[src/rtl/regfile_write_arbiter.sv]
// Write-port owner for the 32x64 register file.
// Shares the single write port between the ALU writeback (req0) and the load writeback (req1)
// with round-robin arbitration. After reset, or on init_req_i, it sweeps zero into every
// register. Writes to x0 are discarded. All register-file drive signals come straight from
// flops.
// Optional build macro: REGARB_STALL_CNT_EN adds a 16-bit saturating stall counter on
// stall_count_o. Without it, stall_count_o is tied to zero.
module regfile_write_arbiter #(
    parameter int unsigned DATA_W   = 64,
    parameter int unsigned ADDR_W   = 5,
    parameter int unsigned NUM_REGS = 32
) (
    input  logic              clock,
    input  logic              reset,
    input  logic              init_req_i,
    input  logic              req0_valid_i,
    input  logic [ADDR_W-1:0] req0_rd_i,
    input  logic [DATA_W-1:0] req0_data_i,
    output logic              req0_ready_o,
    input  logic              req1_valid_i,
    input  logic [ADDR_W-1:0] req1_rd_i,
    input  logic [DATA_W-1:0] req1_data_i,
    output logic              req1_ready_o,
    output logic [ADDR_W-1:0] rf_write_reg_o,
    output logic [DATA_W-1:0] rf_write_data_o,
    output logic              rf_reg_write_o,
    output logic              init_busy_o,
    output logic [15:0]       stall_count_o
);

    // The sweep index must be able to address every register it clears.
    if (NUM_REGS > (1 << ADDR_W) || NUM_REGS == 0) begin : gen_param_check
        $error("NUM_REGS must be in 1..2**ADDR_W");
    end

    localparam logic [ADDR_W-1:0] LastPtr = ADDR_W'(NUM_REGS - 1);

    typedef enum logic [0:0] {
        StInit,
        StRun
    } state_e;

    state_e            state_q, state_d;
    logic [ADDR_W-1:0] init_ptr_q, init_ptr_d;
    // 0: req0 was granted last, 1: req1 was granted last.
    logic              last_grant_q, last_grant_d;
    logic              rf_we_q, rf_we_d;
    logic [ADDR_W-1:0] rf_reg_q, rf_reg_d;
    logic [DATA_W-1:0] rf_data_q, rf_data_d;

    logic              arb_en;
    logic              grant0;
    logic              grant1;

    // Round-robin grant; only valid bits and history matter, never rd or data.
    always_comb begin
        arb_en = (state_q == StRun) && !init_req_i;
        grant0 = arb_en && req0_valid_i && (!req1_valid_i || last_grant_q);
        grant1 = arb_en && req1_valid_i && (!req0_valid_i || !last_grant_q);
    end

    assign req0_ready_o = grant0;
    assign req1_ready_o = grant1;

    // Next-state: sweep sequencing, accepted-transfer capture and the x0 filter.
    always_comb begin
        state_d      = state_q;
        init_ptr_d   = init_ptr_q;
        last_grant_d = last_grant_q;
        rf_we_d      = 1'b0;
        rf_reg_d     = rf_reg_q;
        rf_data_d    = rf_data_q;

        unique case (state_q)
            StInit: begin
                rf_we_d   = 1'b1;
                rf_reg_d  = init_ptr_q;
                rf_data_d = '0;
                if (init_ptr_q == LastPtr) begin
                    state_d    = StRun;
                    init_ptr_d = '0;
                end else begin
                    init_ptr_d = init_ptr_q + 1'b1;
                end
            end
            StRun: begin
                if (init_req_i) begin
                    state_d    = StInit;
                    init_ptr_d = '0;
                end else if (grant0) begin
                    // rd=0 still completes the handshake but never strobes the file.
                    rf_we_d      = (req0_rd_i != '0);
                    rf_reg_d     = req0_rd_i;
                    rf_data_d    = req0_data_i;
                    last_grant_d = 1'b0;
                end else if (grant1) begin
                    rf_we_d      = (req1_rd_i != '0);
                    rf_reg_d     = req1_rd_i;
                    rf_data_d    = req1_data_i;
                    last_grant_d = 1'b1;
                end
            end
            default: begin
                state_d    = StInit;
                init_ptr_d = '0;
            end
        endcase
    end

    // State and register-file drive flops; reset kills any in-flight write.
    always_ff @(posedge clock or negedge reset) begin
        if (!reset) begin
            state_q      <= StInit;
            init_ptr_q   <= '0;
            last_grant_q <= 1'b1;
            rf_we_q      <= 1'b0;
            rf_reg_q     <= '0;
            rf_data_q    <= '0;
        end else begin
            state_q      <= state_d;
            init_ptr_q   <= init_ptr_d;
            last_grant_q <= last_grant_d;
            rf_we_q      <= rf_we_d;
            rf_reg_q     <= rf_reg_d;
            rf_data_q    <= rf_data_d;
        end
    end

    assign rf_reg_write_o  = rf_we_q;
    assign rf_write_reg_o  = rf_reg_q;
    assign rf_write_data_o = rf_data_q;
    assign init_busy_o     = (state_q == StInit);

`ifdef REGARB_STALL_CNT_EN
    logic [15:0] stall_q, stall_d;
    logic        stall_event;

    // A stall is any RUN cycle where some requester is waiting without a grant.
    always_comb begin
        stall_event = (state_q == StRun) &&
                      ((req0_valid_i && !grant0) || (req1_valid_i && !grant1));
        stall_d     = stall_q;
        if ((state_q == StRun) && init_req_i) begin
            stall_d = '0;
        end else if (stall_event && (stall_q != 16'hFFFF)) begin
            stall_d = stall_q + 16'd1;
        end
    end

    // Saturating stall counter.
    always_ff @(posedge clock or negedge reset) begin
        if (!reset) begin
            stall_q <= '0;
        end else begin
            stall_q <= stall_d;
        end
    end

    assign stall_count_o = stall_q;
`else
    assign stall_count_o = '0;
`endif

`ifndef SYNTHESIS
    // Never grant both requesters in one cycle.
    assert property (@(posedge clock) disable iff (!reset) !(req0_ready_o && req1_ready_o));
    // Nothing is accepted while the sweep runs.
    assert property (@(posedge clock) disable iff (!reset)
                     init_busy_o |-> !(req0_ready_o || req1_ready_o));
`endif

endmodule

[config.mk]
export PLATFORM = sky130hd
export DESIGN_NAME = regfile_write_arbiter
export DESIGN_NICKNAME = d
export VERILOG_FILES = /design/src/rtl/regfile_write_arbiter.sv
export SDC_FILE = /design/constraint.sdc
export NUM_CORES = 1
export LEC_CHECK = 0
export ABC_AREA = 0
export BUFFER_PORTS_ARGS = -buffer_cell sky130_fd_sc_hd__buf_2
export CAP_MARGIN = 5
export CORE_MARGIN = 2
export CORE_UTILIZATION = 40
export DETAILED_ROUTE_END_ITERATION = 10
export PLACE_DENSITY_LB_ADDON = 0.1
export SKIP_CTS_REPAIR_TIMING = 1
export SYNTH_ARGS = -nofsm -noshare
export SYNTH_HDL_FRONTEND = slang
export SYNTH_SLANG_ARGS = --single-unit
export TNS_END_PERCENT = 10
[constraint.sdc]
create_clock -name clock -period 1.81 [get_ports clock]
set_input_delay 0.543 -clock clock [delete_from_list [all_inputs] [get_ports clock]]
set_output_delay 0.543 -clock clock [all_outputs]
set_load 0.02 [all_outputs]
# Word-level counts from Yosys, hierarchy flattened
# Cells that the tools add are included.
[totals] reg_bits=77 latchBits=0 mem_bits_rw=0 rom_bits=0 input_bits=143 out_inout_bits=89 elab_cells=49 mem_count=0
[op_classes] add_sub_neg=1 multipliers=0 div_mod_pow=0 n_lt_le_gt_ge=0 n_eq_ne=4 n_shift=0 mux=20 n_bitwise=2 reduce_logical=16
[ops] op="2-to-1 mux 64 bit" count=3
[ops] op="case mux 64 bit (2 select lines)" count=1
[ops] op="2-to-1 mux 5 bit" count=5
[ops] op="case mux 5 bit (2 select lines)" count=2
[ops] op="nonzero test 5 bit" count=2
[ops] op="2-to-1 mux 1 bit" count=7
[ops] op="adder 5 x 1 -> 5 bit (second input constant)" count=1
[ops] op="== test 5 bit (second input constant)" count=1
[ops] op="logical AND 1 bit" count=5
[ops] op="zero test 1 bit" count=4
[ops] op="inequality test 2 bit (second input constant)" count=2
[ops] op="case mux 1 bit (2 select lines)" count=2
[ops] op="inequality test 3 bit (second input constant)" count=1
[ops] op="AND reduction 3 bit" count=1
[ops] op="logical OR 1 bit" count=2
[ops] op="NOT 1 bit" count=2
[ops] op="AND reduction 2 bit" count=1
[ops] op="nonzero test 2 bit" count=1

# Depth between registers and ports, before layout
# Gate-level depths: netlist of run 1.
[depth] ltp_word=8 ltp_mapped=7 depth_no_buf=6

# Least setup slack after synthesis of run 1
# OpenSTA, ideal clock, no wires.
[synth_path] path_type="input port to output port" start="in init_req_i" end="out req1_ready_o" arrival_ns=1.481 required_ns=1.267 slack_ns=-0.214 path_stages=6 path_buffers=3 path_cell_list="nor2b_1 > buf_2 > o21ai_2 > buf_6 > buf_6 > nor2_1"
[synth_via] elab_chain_len=4
[synth_rtl] element="start, declared" line="15" source="input logic init_req_i,"
[synth_rtl] element="zero test 1 bit" line="57" source="arb_en = (state_q == StRun) && !init_req_i;"
[synth_rtl] element="logical AND 1 bit" line="57"
[synth_rtl] element="logical AND 1 bit (2 in series)" line="59" source="grant1 = arb_en && req1_valid_i && (!req0_valid_i || !last_grant_q);"
[synth_rtl] element="end, declared" line="23" source="output logic req1_ready_o,"
# Every way passes these cells.

# Final worst setup path of run 1
[layout_path] start="reg last_grant_q" end="out req1_ready_o"
[layout_via] elab_chain_len=3
[layout_rtl] element="start, declared" line="46" source="logic last_grant_q, last_grant_d;"
[layout_rtl] element="start signal, assigned" line="122" source="last_grant_q <= last_grant_d;"
[layout_rtl] element="zero test 1 bit" line="59"
[layout_rtl] element="logical OR 1 bit" line="59"
[layout_rtl] element="logical AND 1 bit" line="59"
# Every way passes these cells.

==> impl_metrics.env, run 1 <==
export IMPL_hold_viol_final=0
export IMPL_avgSynthCellArea_um2=10.6
export IMPL_routed_wl_um=10100
export IMPL_area_growth_syn_to_layout_pct=37.9
export IMPL_hold_class="in -> async"
export IMPL_path_max_fanout=3
export IMPL_combPwrFrac_pct=36.6
export IMPL_dp_cells=710
export IMPL_clock_root_buffer="clkbuf_8"
export IMPL_clk_pin_slew_ns=0.08
export IMPL_multi_input_area_um2=1730
export IMPL_fin_crit_sh_pct=101
export IMPL_grt_pass1_vias=3263
export IMPL_drive_gt1_share_pct=45.2
export IMPL_wl_per_cell_um=13.8
export IMPL_fin_skew_ns=0.00776
export IMPL_rsz0062_at_grt="true"
export IMPL_grt_usage_pct=18.4
export IMPL_p_sw_mw=2.03
export IMPL_final_max_slew_viol_count=0
export IMPL_drtPass1Iterations=4
export IMPL_fmax_mhz=546
export IMPL_worstSkewPairLatency_ns=0.33
export IMPL_cap_viol_max_count=0
export IMPL_clock_path_buffers=2
export IMPL_p_leak_nw=3.03
export IMPL_die_area_um2=10600
export IMPL_synthAdderAreaFrac_pct=0.639
export IMPL_crit_slowest_cell="dfstp_2"
export IMPL_io_buffers=215
export IMPL_cts_buffers=9
export IMPL_n_antenna_cell=0
export IMPL_nets=735
export IMPL_synth_mux_area_share_pct=17.9
export IMPL_utilization_pct=56.0
export IMPL_netlist_area_um2=3920
export IMPL_core_area_um2=9640
export IMPL_detailed_place_hpwl_um=7900
export IMPL_layout_cells_non_filler=728
export IMPL_htree_num_levels=3
export IMPL_numClockSinks=77
export IMPL_synthDistinctLibCells=34
export IMPL_crit_type="reg -> out"
export IMPL_synth_simple_area_share_pct=10.3
export IMPL_status="finished, violations left"
export IMPL_antenna_found_initial=0
export IMPL_power_density_nw_per_um2=1060
export IMPL_fp_dieW_um=103
export IMPL_synth_compound_area_share_pct=12.8
export IMPL_viasPerCell=4.75
export IMPL_endpoint_kind="primary output"
export IMPL_synthCells=370
export IMPL_cp_cell_sequence="o21ai_4, nor2_2, nor2_4, buf_6"
export IMPL_dieHeight_um=103
export IMPL_drt_initial_drc_count=112
export IMPL_max_vdd_ir_drop_uv=444
export IMPL_nFillCells=919
export IMPL_route_detailed_drc=0
export IMPL_layout_min_cycle_time_ns=1.83
export IMPL_rows=36
export IMPL_io_pins=232
export IMPL_ys_warn_count=0
export IMPL_synth_top_family_by_area="multiplexers"
export IMPL_dp_slack_ns=-0.0134
export IMPL_vias=3458
export IMPL_overflow=0
export IMPL_worstPathRequired_ns=1.27
export IMPL_p_int_mw=3.68
export IMPL_p_clk_share_pct=25.2
export IMPL_cts_tree="done"
export IMPL_synth_xor_area_share_pct=0
export IMPL_p_seq_share_pct=38.3
export IMPL_grt_max_degree=52
export IMPL_initial_core_util_pct=40.7
export IMPL_setup_slack_ns=-0.0203
export IMPL_ant_nets=0
export IMPL_ys_seq_elements=77
export IMPL_violations="setup timing"
export IMPL_cp_arrival_ns=1.29
export IMPL_final_setup_viol_count=1
export IMPL_finalWeightedCongestion=0.772
export IMPL_startpoint_type="register"
export IMPL_p_sw_share_pct=35.6
export IMPL_seq_area_frac_synth_pct=49.2
export IMPL_grt_pass1_wl_um=15300
export IMPL_cpPeakStageDelay_ns=0.56
export IMPL_ff_latch_area_um2=1930
## synthesized netlist by cell type
cell | count | share of area [%]
dfrtp_1 | 76 | 49
mux2i_1 | 69 | 18
nand3_1 | 65 | 8.3
o21ai_0 | 49 | 6.3
o21ai_1 | 20 | 2.6
buf_4 | 18 | 3.4
buf_6 | 12 | 3.4
clkbuf_1 | 7 | 0.67
nor2_1 | 7 | 0.67
a21oi_1 | 6 | 0.77
buf_1 | 6 | 0.57
buf_2 | 4 | 0.51
o22ai_2 | 4 | 1.3
inv_1 | 3 | 0.29
a22o_1 | 2 | 0.45
ha_1 | 2 | 0.64
nor3_1 | 2 | 0.26
nor4_1 | 2 | 0.32
a311oi_1 | 1 | 0.22
a31oi_1 | 1 | 0.16
and3_1 | 1 | 0.16
clkinv_1 | 1 | 0.096
conb_1 | 1 | 0.096
dfstp_2 | 1 | 0.67
mux2_2 | 1 | 0.29
nand2_1 | 1 | 0.096
nand4_1 | 1 | 0.16
nor2b_1 | 1 | 0.16
o2111a_1 | 1 | 0.29
o21ai_2 | 1 | 0.22
o21bai_1 | 1 | 0.19
o221ai_1 | 1 | 0.22
o31ai_1 | 1 | 0.19
or4_1 | 1 | 0.19
## cell families after synthesis
| logic type | Yosys count |
|---|---|
| DFF | 77 |
| adders and majority gates | 2 |
| other | 1 |
| muxes | 70 |
| and+or+nand+nor | 81 |
| AOI/OAI and AO/OA | 88 |
| buffers and inverters | 51 |
## final timing paths
check	to	startpoint	cells after the start	slack, ns
min reg2reg	rf_write_data_o[6]	rf_write_data_o[6]	2	0.51
min	rf_write_data_o[24]	reset	1	0.04
max	req1_ready_o	last_grant_q	4	-0.02
max reg2reg	init_ptr_q[3]	init_ptr_q[0]	6	0.13
max in group asynchronous	rf_write_data_o[53]	reset	2	1.25
min in group clock	last_grant_q	req0_valid_i	2	0.46
## power groups by stage
stage | combinational [mW] | sequential [mW] | clock, mW
3_3_place_gp | 2.04 | 2.22 | 0
6_report | 2.09 | 2.19 | 1.44
3_5_place_dp | 2.08 | 2.22 | 0
5_1_grt | 2.30 | 2.22 | 1.55
2_1_floorplan | 1.18 | 2.41 | 0
4_1_cts | 2.08 | 2.19 | 1.49
## layer usage
layer	wire length, µm	track usage [%]
met5	0	0
met4	127	6.48
met3	789	3.86
met2	4840	31.1
met1	4320	23.6
## critical path: cells and delay by family (launching register included)
kind,cells,cell delay (ns)
AOI/OAI and AO/OA,1,0.07
buffers and inverters,1,0.12
and+or+nand+nor,2,0.19
DFF,1,0.56
## state kept, by name, summed over array words and instances (netlist names)
| name | flops |
|---|---|
| rf_reg_write_o | 1 |
| init_ptr_q | 5 |
| rf_write_reg_o | 5 |
| state_q | 1 |
| rf_write_data_o | 64 |
| last_grant_q | 1 |
## cell usage in the layout (no fill, tap or decap), types with 2 or more instances in the layout
cell,synthesis,routed
nor2_1,7,5
dfrtp_1,76,75
o21ai_0,49,49
bufinv_16,0,2
buf_2,4,212
clkinvlp_4,0,2
nand3_1,65,65
o22ai_2,4,4
clkbuf_8,0,10
buf_12,0,4
ha_1,2,2
a22o_1,2,2
o21ai_4,0,2
mux2i_1,69,69
conb_1,1,16
inv_1,3,3
a21oi_1,6,6
o21ai_1,20,19
nor4_1,2,2
buf_4,18,24
## layout make-up
cell class,instances,share of cell area [%]
multi-input cells,257,32.1
inverters,4,0.278
clock buffers,11,2.62
flip-flops and latches,77,35.7
repair buffers,241,24.7
well taps,133,3.08
clock inverters,5,1.55
## stage by stage
stage	hold slack, ns	power (mW)	area (µm²)	TNS, ns
after floorplan	0.247	3.60	4010	-0.00894
after global placement	0.395	4.25	5140	0
after detailed placement	0.396	4.30	5140	-0.0180
after CTS	0.0263	5.75	5370	-0.161
after global routing	0.0352	6.08	5400	-0.0828
final	0.0383	5.71	5400	-0.0203
No activity file was read; power rests on OpenSTA's default activity.
==> inputs of run 2 (changes only) <==
- RECOVER_POWER: not set -> 50
==> impl_metrics.env, run 2 (same netlist as run 1, synthesis figures left out) <==
export IMPL_drt_initial_drc_count=97
export IMPL_endpoint_kind="primary output"
export IMPL_nets=735
export IMPL_power_density_nw_per_um2=1060
export IMPL_area_growth_syn_to_layout_pct=37.0
export IMPL_fin_crit_sh_pct=101
export IMPL_clock_root_buffer="clkbuf_8"
export IMPL_core_area_um2=9640
export IMPL_busiest_layer="met2"
export IMPL_ant_nets=0
export IMPL_io_pins=232
export IMPL_grt_pass1_vias=3263
export IMPL_final_max_slew_viol_count=0
export IMPL_fin_area_um2=5370
export IMPL_initial_core_util_pct=40.7
export IMPL_finalWeightedCongestion=0.772
export IMPL_cp_arrival_ns=1.29
export IMPL_layout_common_cells="buf_2, dfrtp_1, mux2i_1"
export IMPL_grt_max_degree=52
export IMPL_fmax_mhz=546
export IMPL_grt_usage_pct=18.4
export IMPL_numClockSinks=77
export IMPL_drive_gt1_share_pct=43.9
export IMPL_final_common_cell="buf_2"
export IMPL_slew_headroom_pct=44.6
export IMPL_fin_skew_ns=0.00698
export IMPL_nFillCells=929
export IMPL_cts_tree="done"
export IMPL_dieHeight_um=103
export IMPL_cpPeakStageDelay_ns=0.56
export IMPL_path_max_fanout=3
export IMPL_largest_reg_flops=64
export IMPL_crit_family="flip-flops"
export IMPL_startpoint_type="register"
export IMPL_multi_input_area_um2=1730
export IMPL_hold_viol_final=0
export IMPL_rows=36
export IMPL_viasPerCell=4.76
export IMPL_htree_num_levels=3
export IMPL_wl_per_cell_um=13.9
export IMPL_final_setup_viol_count=1
export IMPL_max_vdd_ir_drop_uv=442
export IMPL_p_leak_nw=2.99
export IMPL_fp_dieW_um=103
export IMPL_worst_path_buf_inv=1
export IMPL_route_detailed_drc=0
export IMPL_rsz0062_at_grt="true"
export IMPL_worst_slew_pin_slew_ns=0.831
export IMPL_placed_area_um2=5140
export IMPL_clk_pin_slew_ns=0.08
export IMPL_grtUsageMet1_pct=23.6
export IMPL_status="finished, violations left"
export IMPL_cap_viol_max_count=0
export IMPL_total_power_mw=5.70
export IMPL_setup_slack_ns=-0.0203
export IMPL_grtUsageMet2_pct=31.1
export IMPL_use_met3_pct=3.86
export IMPL_overflow=0
export IMPL_violations="setup timing"
export IMPL_antenna_found_initial=0
export IMPL_layout_min_cycle_time_ns=1.83
export IMPL_crit_type="reg -> out"
export IMPL_n_antenna_cell=0
export IMPL_routed_wl_um=10100
export IMPL_dp_slack_ns=-0.0134
export IMPL_io_buffers=215
export IMPL_worstSkewPairLatency_ns=0.33
export IMPL_die_area_um2=10600
export IMPL_clock_path_buffers=2
export IMPL_crit_slowest_cell="dfstp_2"
export IMPL_hold_class="in -> async"
export IMPL_detailed_place_hpwl_um=7900
export IMPL_cts_buffers=9
export IMPL_ff_latch_area_um2=1930
export IMPL_grt_pass1_wl_um=15300
export IMPL_cp_cell_sequence="o21ai_4, nor2_2, nor2_4, buf_6"
export IMPL_worstPathRequired_ns=1.27
export IMPL_drtPass1Iterations=4
export IMPL_vias=3464
## run 2: cell types whose count changed in the layout (fill, tap and decap cells not counted)
cell / delta
clkbuf_1: +8
buf_2: -6
buf_4: -3
clkbuf_2: +2
buf_12: -1
## run 2: stage by stage
stage / TNS (ns) / utilization, % / std cells / hold slack [ns]
floorplan: -0.00894 / - / 385 / 0.247
global placement: 0 / 53.4 / 710 / 0.395
detailed placement: -0.0180 / 53.4 / 710 / 0.396
CTS: -0.161 / 55.7 / 726 / 0.0263
global route: -0.0828 / 55.7 / 728 / 0.232
finish: -0.0203 / 55.7 / 728 / 0.180
## run 2: path summary, 6_finish.rpt
check	slack, ns	from	endpoint	cells after the start
min in group clock	0.46	req0_valid_i	last_grant_q	2
hold / removal	0.18	reset	rf_write_data_o[24]	1
max in group asynchronous	0.40	reset	rf_write_data_o[23]	2
setup reg to reg	0.12	init_ptr_q[1]	init_ptr_q[3]	6
hold reg to reg	0.51	rf_write_data_o[6]	rf_write_data_o[6]	2
setup / recovery	-0.02	last_grant_q	req1_ready_o	4
## run 2: cell type report
| type | count | area share (%) |
|---|---|---|
| Clock buffer | 11 | 2.63 |
| Clock inverter | 5 | 1.56 |
| Inverter | 4 | 0.280 |
| Multi-Input combinational cell | 257 | 32.3 |
| Sequential cell | 77 | 35.9 |
| Tap cell | 133 | 3.10 |
| Timing Repair Buffer | 241 | 24.2 |
## run 2: layer usage
metal / up-vias / part of all wire, %
met5: - / 0
met4: 0 / 1.2
met3: 9 / 7.9
met2: 154 / 48
met1: 1561 / 43
li1: 1740 / -
## run 2: where the power goes
part           switching [mW]  leakage, nW  internal (mW)
clock                   0.619        0.106          0.818
sequential              0.188         1.05           2.00
combinational            1.22         1.84          0.853
total                    2.03         2.99           3.67
## run 2: worst register-to-register path: stages, from the launching register on
cell and delay, ns:
dfrtp_1 0.44, ha_1 0.23, and3_1 0.19, ha_1 0.20, nor2_1 0.24, nand4_1 0.13, o21ai_0 0.17
